===== src/rtl/interp_pkg.sv =====
// ============================================================================
// Module      : interp_pkg
// Description : Shared types and helpers for the Farrow interpolator control.
// Revision    : 1.0 - initial release
// ============================================================================
`default_nettype none

package interp_pkg;

    typedef enum logic [1:0] {
        IDLE  = 2'd0,
        RUN   = 2'd1,
        STALL = 2'd2
    } sched_state_t;

    localparam int MU_FRAC_BITS = 11;

    // Nearest-integer k/phases in Q2.11 (half-up rounding).
    function automatic int unsigned mu_tab(input int unsigned k, input int unsigned phases);
        return (k * (32'd1 << MU_FRAC_BITS) + phases / 2) / phases;
    endfunction

endpackage

`default_nettype wire


===== src/rtl/interp_tag_delay.sv =====
// ============================================================================
// Module      : interp_tag_delay
// Description : LAT-deep shift register carrying {valid, phase} tags.
// Revision    : 1.0 - initial release
// ============================================================================
`default_nettype none

module interp_tag_delay #(
    parameter int LAT  = 2,
    parameter int PH_W = 3
) (
    input  logic            clk,
    input  logic            rst,
    input  logic            valid_i,
    input  logic [PH_W-1:0] phase_i,
    output logic            valid_o,
    output logic [PH_W-1:0] phase_o
);

    logic [LAT-1:0]  valid_q;
    logic [PH_W-1:0] phase_q [LAT];

    always_ff @(posedge clk or posedge rst) begin
        if (rst) begin
            valid_q <= '0;
            for (int i = 0; i < LAT; i++) begin
                phase_q[i] <= '0;
            end
        end else begin
            valid_q[0] <= valid_i;
            phase_q[0] <= phase_i;
            for (int i = 1; i < LAT; i++) begin
                valid_q[i] <= valid_q[i-1];
                phase_q[i] <= phase_q[i-1];
            end
        end
    end

    assign valid_o = valid_q[LAT-1];
    assign phase_o = phase_q[LAT-1];

endmodule

`default_nettype wire


===== src/rtl/interp_mu_scheduler.sv =====
// ============================================================================
// Module      : interp_mu_scheduler
// Description : Presents each input sample for PHASES clocks with matching mu
//               and tags the interpolator output stream. Optional underrun
//               status ports under `INTERP_SCHED_STATUS_EN.
// Revision    : 1.0 - initial release
// ============================================================================
`default_nettype none

module interp_mu_scheduler
    import interp_pkg::*;
#(
    parameter int PHASES = 6,
    parameter int DATA_W = 13,
    parameter int MU_W   = 13,
    parameter int LAT    = 2,
    parameter int PH_W   = 3
) (
    input  logic                     clk,
    input  logic                     rst,
    input  logic signed [DATA_W-1:0] s_data,
    input  logic                     s_valid,
    output logic                     s_ready,
    output logic signed [DATA_W-1:0] x_out,
    output logic                     x_load,
    output logic [MU_W-1:0]          mu_out,
    output logic                     out_valid,
    output logic [PH_W-1:0]          out_phase
`ifdef INTERP_SCHED_STATUS_EN
    ,
    output logic                     underrun,
    output logic [15:0]              underrun_cnt
`endif
);

    localparam logic [PH_W-1:0] c_last_ph = PH_W'(PHASES - 1);
    localparam int              c_rom_n   = 2 ** PH_W;

    sched_state_t    state_q;
    logic [PH_W-1:0] phase_q;
    logic [MU_W-1:0] mu_rom [c_rom_n];

    logic            w_xfer;
    logic            w_iss;
    logic [PH_W-1:0] w_phase_nxt;

    // Constant table padded to the full index range so any phase code is in bounds.
    for (genvar k = 0; k < c_rom_n; k++) begin : g_mu_rom
        if (k < PHASES) begin : g_used
            assign mu_rom[k] = MU_W'(mu_tab(k, PHASES));
        end else begin : g_pad
            assign mu_rom[k] = '0;
        end
    end

    assign w_xfer      = s_valid & s_ready;
    assign w_iss       = (state_q == RUN);
    assign w_phase_nxt = phase_q + PH_W'(1);

    always_ff @(posedge clk or posedge rst) begin
        if (rst) begin
            state_q <= IDLE;
            phase_q <= '0;
            s_ready <= 1'b1;
            x_out   <= '0;
            x_load  <= 1'b0;
            mu_out  <= '0;
        end else begin
            x_load <= 1'b0;
            if (w_xfer) begin
                state_q <= RUN;
                phase_q <= '0;
                x_out   <= s_data;
                x_load  <= 1'b1;
                mu_out  <= mu_rom[0];
                s_ready <= 1'b0;
            end else begin
                case (state_q)
                    RUN: begin
                        if (phase_q == c_last_ph) begin
                            state_q <= STALL;
                            s_ready <= 1'b1;
                        end else begin
                            phase_q <= w_phase_nxt;
                            mu_out  <= mu_rom[w_phase_nxt];
                            s_ready <= (w_phase_nxt == c_last_ph);
                        end
                    end
                    default: begin
                        // IDLE and STALL keep x/phase/mu and stay ready.
                        s_ready <= 1'b1;
                    end
                endcase
            end
        end
    end

    interp_tag_delay #(
        .LAT  (LAT),
        .PH_W (PH_W)
    ) u_tag_delay (
        .clk     (clk),
        .rst     (rst),
        .valid_i (w_iss),
        .phase_i (phase_q),
        .valid_o (out_valid),
        .phase_o (out_phase)
    );

`ifdef INTERP_SCHED_STATUS_EN
    logic w_underrun_evt;

    assign w_underrun_evt = (state_q == RUN) && (phase_q == c_last_ph) && !w_xfer;

    always_ff @(posedge clk or posedge rst) begin
        if (rst) begin
            underrun     <= 1'b0;
            underrun_cnt <= '0;
        end else if (w_underrun_evt) begin
            underrun <= 1'b1;
            if (underrun_cnt != 16'hFFFF) begin
                underrun_cnt <= underrun_cnt + 16'd1;
            end
        end
    end
`endif

endmodule

`default_nettype wire


===== config.mk =====
export PLATFORM = sky130hd
export DESIGN_NAME = interp_mu_scheduler
export DESIGN_NICKNAME = d
export VERILOG_FILES = /design/src/rtl/interp_pkg.sv /design/src/rtl/interp_tag_delay.sv /design/src/rtl/interp_mu_scheduler.sv
export SDC_FILE = /design/constraint.sdc
export NUM_CORES = 1
export LEC_CHECK = 0
export CORE_UTILIZATION = 44
export CTS_CLUSTER_DIAMETER = 200
export CTS_CLUSTER_SIZE = 16
export DETAILED_ROUTE_END_ITERATION = 10
export GPL_ROUTABILITY_DRIVEN = 1
export GPL_TIMING_DRIVEN = 0
export PLACE_DENSITY = 0.75
export SLEW_MARGIN = 20
export SYNTH_ARGS = -nofsm -noshare
export SYNTH_HDL_FRONTEND = slang
export SYNTH_SLANG_ARGS = --single-unit

===== constraint.sdc =====
create_clock -name clk -period 1.77 [get_ports clk]
set_input_delay 0.354 -clock clk [delete_from_list [all_inputs] [get_ports clk]]
set_output_delay 0.354 -clock clk [all_outputs]
set_load 0.02 [all_outputs]

==> metrics.csv, run 1 <==
metric;value;unit
leakage;0.974;nW
tritoncts;yes;
ctsHtreeMaxLevel;2;
fp.dieH;57.8;um
insertion_delay;320;ps
io_buffers;45;
syn_area;0.00137;sq mm
synth_compound_gate_area_share;0.0841;
synth-async-reset-ratio;1.00;
worstSetupPathType;flop to primary output;
critPathCaptureType;primary output;
finish.utilization;0.672;
synthMuxAreaShare;0.0219;
overflow;0;
yosys_warnings;0;
fin_tns_setup;0;ps
placed_cells;212;
rsz0062_at_grt;no;
min_period;1680;ps
reg2reg_slack;280;ps
synth_top_family_by_area;simple AND/OR/NAND/NOR gates;
grt_usage;0.179;
clockBufferDepth;2;
avgSynthCellArea;10.1;sq um
path_max_fanout;1;
grt_max_degree;33;
whs_path_depth;0;
ys_seq_elements;32;
clock-sinks;32;
finalSetupViolations;0;
yosysSeqAreaShare;0.586;
start_kind;flop;
slew_violations;0;
hpwl;2.02;mm
seqPwrFrac;0.354;
skew;12.1;ps
wl_per_cell;11.8;um
synth-xor-area-share;0.0119;
worstMarginPinSlew;634;ps
nFillCells;232;
ys_types;23;
rr_worst_depth;4;
die_w;57.8;um
syn_to_final_growth;40.1;%
dieArea;0.00334;sq mm
yosys.area_share.simple;0.149;
synthAdderAreaFrac;0.0457;
hold_end;u_tag_delay.phase_o[2];
netlist_top_cells_area;dfrtp_1, nand2_1, buf_4;
power.density;1850;mW/mm^2
diodes;0;
relSlewSlack;0.577;
worstHoldStart;u_tag_delay.phase_q[5];
netlist_instances;135;
clk_pin_slew;100;ps
drt_iter0_markers;30;
combPwrFrac;0.541;
crit_required;1420;ps
p_int;2.13;mW
min_path_type;flop to flop;
cts_root_buf;clkbuf_4;
final_cells;221;
synth.most_common_cell;nand2_1;
synth_top_area_share;0.567;
final_antenna_net_count;0;
antenna_found_initial;0;
failed_checks;design-rule violations;
drive_above_1_share;0.137;
cts_buffers;5;
timing.rr.start;phase_q[0];
start_util;0.480;
finalCritPeriodShare;0.952;
ys_top_cells_by_count;nand2_1, dfrtp_1, buf_4;
status;complete, but fails checks;
switching_share;0.399;
dr.pass1.iters;8;
vias_per_cell;4.76;
grt_pass1_wl;4.46;mm
synth_edf_count;0;
maxCapViolations;0;
grt_pass1_vias;1102;
final_hold_viol_count;0;
wl;2.62;mm
power.switching;1.42;mW
ios;48;
gp_congestion;0.778;
rows;19;
crit_arrival;1330;ps
r2r_end;mu_out[8];
fin_nets;210;
holdWs;356;ps
vias;1052;
yosys.area.top_type;dfrtp_1;
timing.fmax;594;MHz
ir_worst_vdd;0.000930;V
core_area;0.00285;sq mm
synthFlopType;dfrtp_1;
pwr-share-clk;0.106;
drcViolationCount;4;
-- timing repair --
item	CTS	global route
setup buffers	2	0
hold buffers	0	0
setup endpoints to repair	9	3
gates resized for setup	8	2
gates cloned	0	0
-- layer usage --
layer,track usage,part of all wire,vias up
met2,0.316,0.53,34
met5,0,0,-
met3,0.0513,0.050,6
li1,-,-,524
met4,0.116,0.019,0
met1,0.185,0.40,488
-- worst max-delay path by stage --
| stage | start | endpoint | slack, ps | cells past startpoint |
|---|---|---|---|---|
| after detailed placement | s_valid | x_out[10] | -30 | 6 |
| after global routing | u_tag_delay.phase_o[0] | out_phase[0] | 10 | 2 |
| after CTS | mu_out[9] | mu_out[1] | 30 | 1 |
| final | u_tag_delay.phase_o[1] | out_phase[1] | 90 | 2 |
| after global placement | s_valid | state_q[1] | -2 | 5 |
| after floorplan | phase_q[1] | mu_out[10] | 360 | 6 |
-- logic make-up after synthesis --
group                      Yosys count
other                                1
adders and majority gates            5
AOI/OAI and AO/OA                   18
and+or+nand+nor                     51
buffers and inverters               24
xor gates and xnor gates             1
DFF                                 32
muxes                                3
-- power by group through the flow --
stage	Sequential, mW	Combinational [mW]	Clock [mW]
floorplan	1.51	0.897	0
CTS	1.26	1.95	0.390
finish	1.25	1.92	0.374
detailed placement	1.28	1.97	0
global route	1.30	2.08	0.428
global placement	1.27	1.90	0
-- layout by cell type, fill, tap and decap left out, types with 2 or more instances in the layout --
master / Yosys / layout
inv_1: 7 / 6
dlygate4sd2_1: 0 / 8
conb_1: 1 / 2
nand3_1: 2 / 2
nor2_1: 2 / 2
clkbuf_4: 0 / 5
clkdlybuf4s50_1: 0 / 35
clkbuf_1: 4 / 5
dfrtp_1: 31 / 31
a21oi_1: 8 / 8
dlymetal6s2s_1: 0 / 2
o21ai_0: 4 / 4
ha_1: 5 / 5
mux2i_1: 3 / 3
a211oi_1: 2 / 2
nand2_1: 44 / 44
buf_4: 12 / 14
-- worst max-delay path: stages, from the launching register on --
cell and delay [ps]:
dfrtp_1 370, buf_4 120, clkdlybuf4s50_1 520
-- cell type report --
type | instances | area [sq um] | share of cell area
tap | 31 | 38.8 | 0.0202
clock buffer | 7 | 45.0 | 0.0235
timing repair buffer | 47 | 460 | 0.240
sequential | 32 | 802 | 0.418
clock inverter | 1 | 5.00 | 0.00261
inverter | 7 | 26.3 | 0.0137
multi-input combinational | 80 | 435 | 0.227
buffer | 16 | 105 | 0.0548
-- through the flow --
stage | area [sq um] | setup WS [ps] | power [mW]
2_1_floorplan | 1370 | 359 | 2.41
3_3_place_gp | 1860 | -2.20 | 3.17
3_5_place_dp | 1860 | -34.6 | 3.25
6_report | 1920 | 85.1 | 3.55
4_1_cts | 1920 | 30.4 | 3.60
5_1_grt | 1920 | 14.1 | 3.81
-- sequential cells by signal, indices dropped and copies added (netlist names) --
register / cells
x_load: 1
mu_out: 4
u_tag_delay.phase_o: 3
u_tag_delay.valid_q: 2
phase_q: 3
state_q: 2
s_ready: 1
x_out: 13
u_tag_delay.phase_q: 3
Note: power is estimated with default switching activity, not from simulation.
==> run 2, diff against run 1 <==
REMOVE_ABC_BUFFERS = 1   (was default)
==> run 2 against run 1 <==
The flow still finishes with violations (design-rule violations). Global-route usage up 0.21 points. Register-to-register slack worse by 30 ps. Final area down 4.0%. Critical endpoint is now mu_out[4]. Largest cell class unchanged. Highest routed layer unchanged.
==> metrics.csv, run 2 (synthesis gave the netlist of run 1 again) <==
metric;value;unit
status;complete, but fails checks;
failed_checks;design-rule violations;
wl_per_cell;13.4;um
final_hold_viol_count;0;
post_dp_cell_area;0.00175;sq mm
power.switching;1.41;mW
clock-sinks;32;
insertion_delay;330;ps
fin_nets;193;
grt_pass1_wl;4.40;mm
io_buffers;45;
drive_above_1_share;0.0867;
maxCapViolations;0;
cp_top_family;buffers and inverters;
vias;1018;
switching_share;0.406;
top_register;x_out;
syn_to_final_growth;34.6;%
worstSetupPathType;flop to primary output;
largest_reg_flops;13;
pwr-share-clk;0.123;
largestRegisters;x_out (13), mu_out (4);
crit_required;1420;ps
hpwl;1.86;mm
start_kind;flop;
path_buf_inv;1;
crit_slowest_cell;clkdlybuf4s50_1;
leakage;0.937;nW
drt_iter0_markers;38;
start_util;0.480;
min_path_type;flop to flop;
dp_slack;-430;ps
antenna_found_initial;0;
rows;19;
min_period;1730;ps
crit_chain;clkdlybuf4s50_1;
final_common_cell;nand2_1;
cts_buffers;5;
dr.pass1.iters;7;
ios;48;
fp.dieH;57.8;um
final_antenna_net_count;0;
nFillCells;227;
cts_root_buf;clkbuf_4;
layout_common_cells;nand2_1, clkdlybuf4s50_1, dfrtp_1;
grt_max_degree;33;
crit_arrival;1380;ps
setup_slack;40.5;ps
stdcell_area;0.00184;sq mm
finalSetupViolations;0;
power;3.46;mW
worstMarginPinSlew;630;ps
placed_cells;195;
final_cells;204;
slew_violations;0;
power.density;1880;mW/mm^2
critPathCaptureType;primary output;
overflow;0;
p_int;2.06;mW
tritoncts;yes;
relSlewSlack;0.579;
core_area;0.00285;sq mm
slowest_delay;640;ps
clk_pin_slew;80;ps
seqPwrFrac;0.365;
gp_congestion;0.733;
skew;7.50;ps
combPwrFrac;0.512;
diodes;0;
drcViolationCount;4;
wl;2.73;mm
timing.fmax;578;MHz
vias_per_cell;4.99;
ir_worst_vdd;0.000825;V
path_max_fanout;5;
die_w;57.8;um
grt_pass1_vias;962;
clockBufferDepth;2;
finalCritPeriodShare;0.977;
dieArea;0.00334;sq mm
grt_usage;0.181;
ctsHtreeMaxLevel;2;
## run 2: cell count changes in the layout (fill, tap and decap cells not counted), sizes merged
cell / previous run / this run
buf: 15 / 0
dlygate4sd2: 8 / 1
dlymetal6s2s: 2 / 7
clkbuf: 10 / 8
clkdlybuf4s50: 35 / 37
clkinvlp: 0 / 2
clkinv: 1 / 0
inv: 7 / 6
## run 2: per-layer routing
metal	vias to the layer above	track usage	routed length, um
met5	-	0	0
met4	0	0.0714	44
met3	6	0.0692	184
met2	36	0.306	1360
met1	489	0.208	1140
li1	487	-	-
## run 2: final timing paths
kind | endpoint | cells past startpoint | startpoint | slack, ps
max | mu_out[4] | 1 | mu_out[8] | 40
min | u_tag_delay.phase_o[2] | 0 | u_tag_delay.phase_q[5] | 350
max reg2reg | mu_out[10] | 4 | phase_q[0] | 250
min reg2reg | u_tag_delay.phase_o[2] | 0 | u_tag_delay.phase_q[5] | 350
max in group asynchronous | x_load | 2 | rst | 940
min in group asynchronous | mu_out[9] | 2 | rst | 420
## run 2: timing repair
item                                    in CTS  in global routing
buffers inserted                             0                  0
endpoints found under the setup margin      14                 32
gates resized for setup                      1                 10
endpoints found under the hold margin        0                  0
hold buffers                                 0                  0
pin swaps                                    0                  0
cloned                                       0                  1
## run 2: area by class of cell
type	instances	area (sq um)	share of cell area
Sequential cell	32	802	0.435
Multi-Input combinational cell	80	438	0.238
Timing Repair inverter	1	7.51	0.00408
Inverter	7	30.0	0.0163
Clock buffer	8	58.8	0.0319
Tap cell	31	38.8	0.0211
Timing Repair Buffer	45	467	0.253
## run 2: power groups by stage
stage	clock, mW	combinational, mW	sequential (mW)
floorplan	0	0.577	1.66
global placement	0	1.74	1.26
detailed placement	0	1.79	1.28
CTS	0.438	1.78	1.27
global route	0.485	1.92	1.31
finish	0.426	1.77	1.26
## run 2: through the flow
stage,util,hold WS [ps],TNS [ps]
2_1_floorplan,-,331,0
3_3_place_gp,0.614,332,-6000
3_5_place_dp,0.614,335,-6930
4_1_cts,0.635,355,-274
5_1_grt,0.646,371,-36.8
6_report,0.646,354,0
==> run 3, diff against run 2 <==
CORE_MARGIN = 4   (was default)
CORE_UTILIZATION = 40   (was 44)
PLACE_DENSITY = 0.72   (was 0.75)
clock period = 1.44 ns   (was 1.77 ns; I/O delays follow)
==> run 3 against run 2 <==
Core utilization is 5.9 points lower. The flow finishes with violations (negative setup slack). Largest power group unchanged. Die area is 32% higher. Final cell count is 8.8% higher. Setup slack worse by 56 ps.
==> metrics.csv, run 3 (synthesis gave the netlist of run 1 again) <==
metric;value;unit
status;complete, but fails checks;
failed_checks;negative setup slack;
finalCritPeriodShare;1.01;
dieArea;0.00442;sq mm
rows;20;
clockBufferDepth;2;
final_hold_viol_count;0;
core_area;0.00315;sq mm
die_w;66.5;um
dr.pass1.iters;3;
worstMarginPinSlew;634;ps
relSlewSlack;0.577;
syn_to_final_growth;35.1;%
min_path_type;primary input to asynchronous set/reset pin;
power;4.15;mW
path_max_fanout;4;
largest_reg_flops;13;
skew;7.64;ps
combPwrFrac;0.502;
drt_iter0_markers;50;
rr_worst_depth;4;
diodes;0;
power.density;2240;mW/mm^2
crit_start;phase_q[1];
finalSetupViolations;1;
wl;2.95;mm
timing.rr.start;phase_q[1];
finish.utilization;0.587;
io_buffers;45;
seqPwrFrac;0.372;
grt_usage;0.145;
placed_cells;208;
ios;48;
insertion_delay;330;ps
vias;1040;
grt_pass1_wl;4.66;mm
clk_pin_slew;90;ps
power.switching;1.78;mW
cts_root_buf;clkbuf_4;
grt_max_degree;33;
largestRegisters;x_out (13), mu_out (4);
layout_common_cells;nand2_1, dfrtp_1, dlygate4sd2_1;
min_period;1460;ps
fin_nets;198;
start_kind;flop;
critPathCaptureType;flop;
drcViolationCount;0;
clock-sinks;32;
final_common_cell;nand2_1;
final_antenna_net_count;0;
drive_above_1_share;0.169;
worstSetupPathType;flop to flop;
ir_worst_vdd;0.000800;V
crit_arrival;1710;ps
r2r_end;phase_q[2];
wl_per_cell;13.3;um
slew_violations;0;
pwr-share-clk;0.126;
overflow;0;
ctsHtreeMaxLevel;2;
grt_pass1_vias;1024;
p_int;2.37;mW
reg2reg_slack;-20;ps
setup_slack;-15.2;ps
top_register;x_out;
crit_required;1700;ps
fp.dieH;66.5;um
final_cells;222;
vias_per_cell;4.68;
hpwl;1.97;mm
gp_congestion;0.842;
ctsHoldBuffers;0;
cts_buffers;5;
dp_slack;-643;ps
start_util;0.434;
tritoncts;yes;
critPathCapture;phase_q[2];
antenna_found_initial;0;
rsz0062_at_grt;yes;
timing.fmax;687;MHz
switching_share;0.428;
maxCapViolations;0;
leakage;0.939;nW
## run 3: repair_timing
action / CTS / global route
endpoints found under the setup margin: 53 / 13
gates resized for setup: 37 / 17
setup buffers: 4 / 1
pin swaps: 0 / 1
gates cloned: 1 / 0
## run 3: area by class of cell
class	count	area, sq um
Multi-Input combinational cell	80	460
Tap cell	44	55.1
Sequential cell	32	805
Fill cell	283	1300
Clock buffer	8	58.8
Inverter	7	30.0
Timing Repair inverter	1	7.51
Timing Repair Buffer	50	433
## run 3: how the worst min path moves through the flow
| stage | from | endpoint | slack, ps | cells past startpoint |
|---|---|---|---|---|
| 6_report | rst | u_tag_delay.phase_o[1] | 360 | 2 |
| 5_1_grt | u_tag_delay.valid_q[0] | u_tag_delay.valid_q[1] | 370 | 0 |
| 4_1_cts | u_tag_delay.valid_q[0] | u_tag_delay.valid_q[1] | 360 | 0 |
| 3_5_place_dp | u_tag_delay.phase_q[4] | u_tag_delay.phase_o[1] | 330 | 0 |
| 3_3_place_gp | u_tag_delay.valid_q[0] | u_tag_delay.valid_q[1] | 330 | 0 |
| 2_1_floorplan | u_tag_delay.phase_q[3] | u_tag_delay.phase_o[0] | 330 | 0 |
## run 3: routing by layer
metal / track usage / up-vias / part of all wire
met5: 0 / - / 0
li1: - / 502 / -
met3: 0.0590 / 6 / 0.098
met1: 0.156 / 489 / 0.40
met2: 0.232 / 43 / 0.47
met4: 0.0964 / 0 / 0.028
## run 3: stage by stage
stage | hold slack, ps | cell area (sq um) | setup TNS (ps)
after global placement | 331 | 1770 | -19200
after global routing | 370 | 1850 | -75.9
final | 357 | 1850 | -15.2
after floorplan | 331 | 1260 | -730
after CTS | 358 | 1840 | -19.1
after detailed placement | 335 | 1770 | -12320
## run 3: worst max-delay path, stage by stage (launching register included)
cell and delay (ps):
dfrtp_1 420, ha_2 270, inv_1 80, or3_2 470
a21oi_1 150
## run 3: power groups by stage
stage               combinational [mW]  sequential, mW  clock (mW)
floorplan                        0.709            2.04           0
detailed placement                2.21            1.58           0
global route                      2.25            1.60       0.593
global placement                  2.16            1.55           0
finish                            2.08            1.54       0.521
CTS                               2.07            1.53       0.545
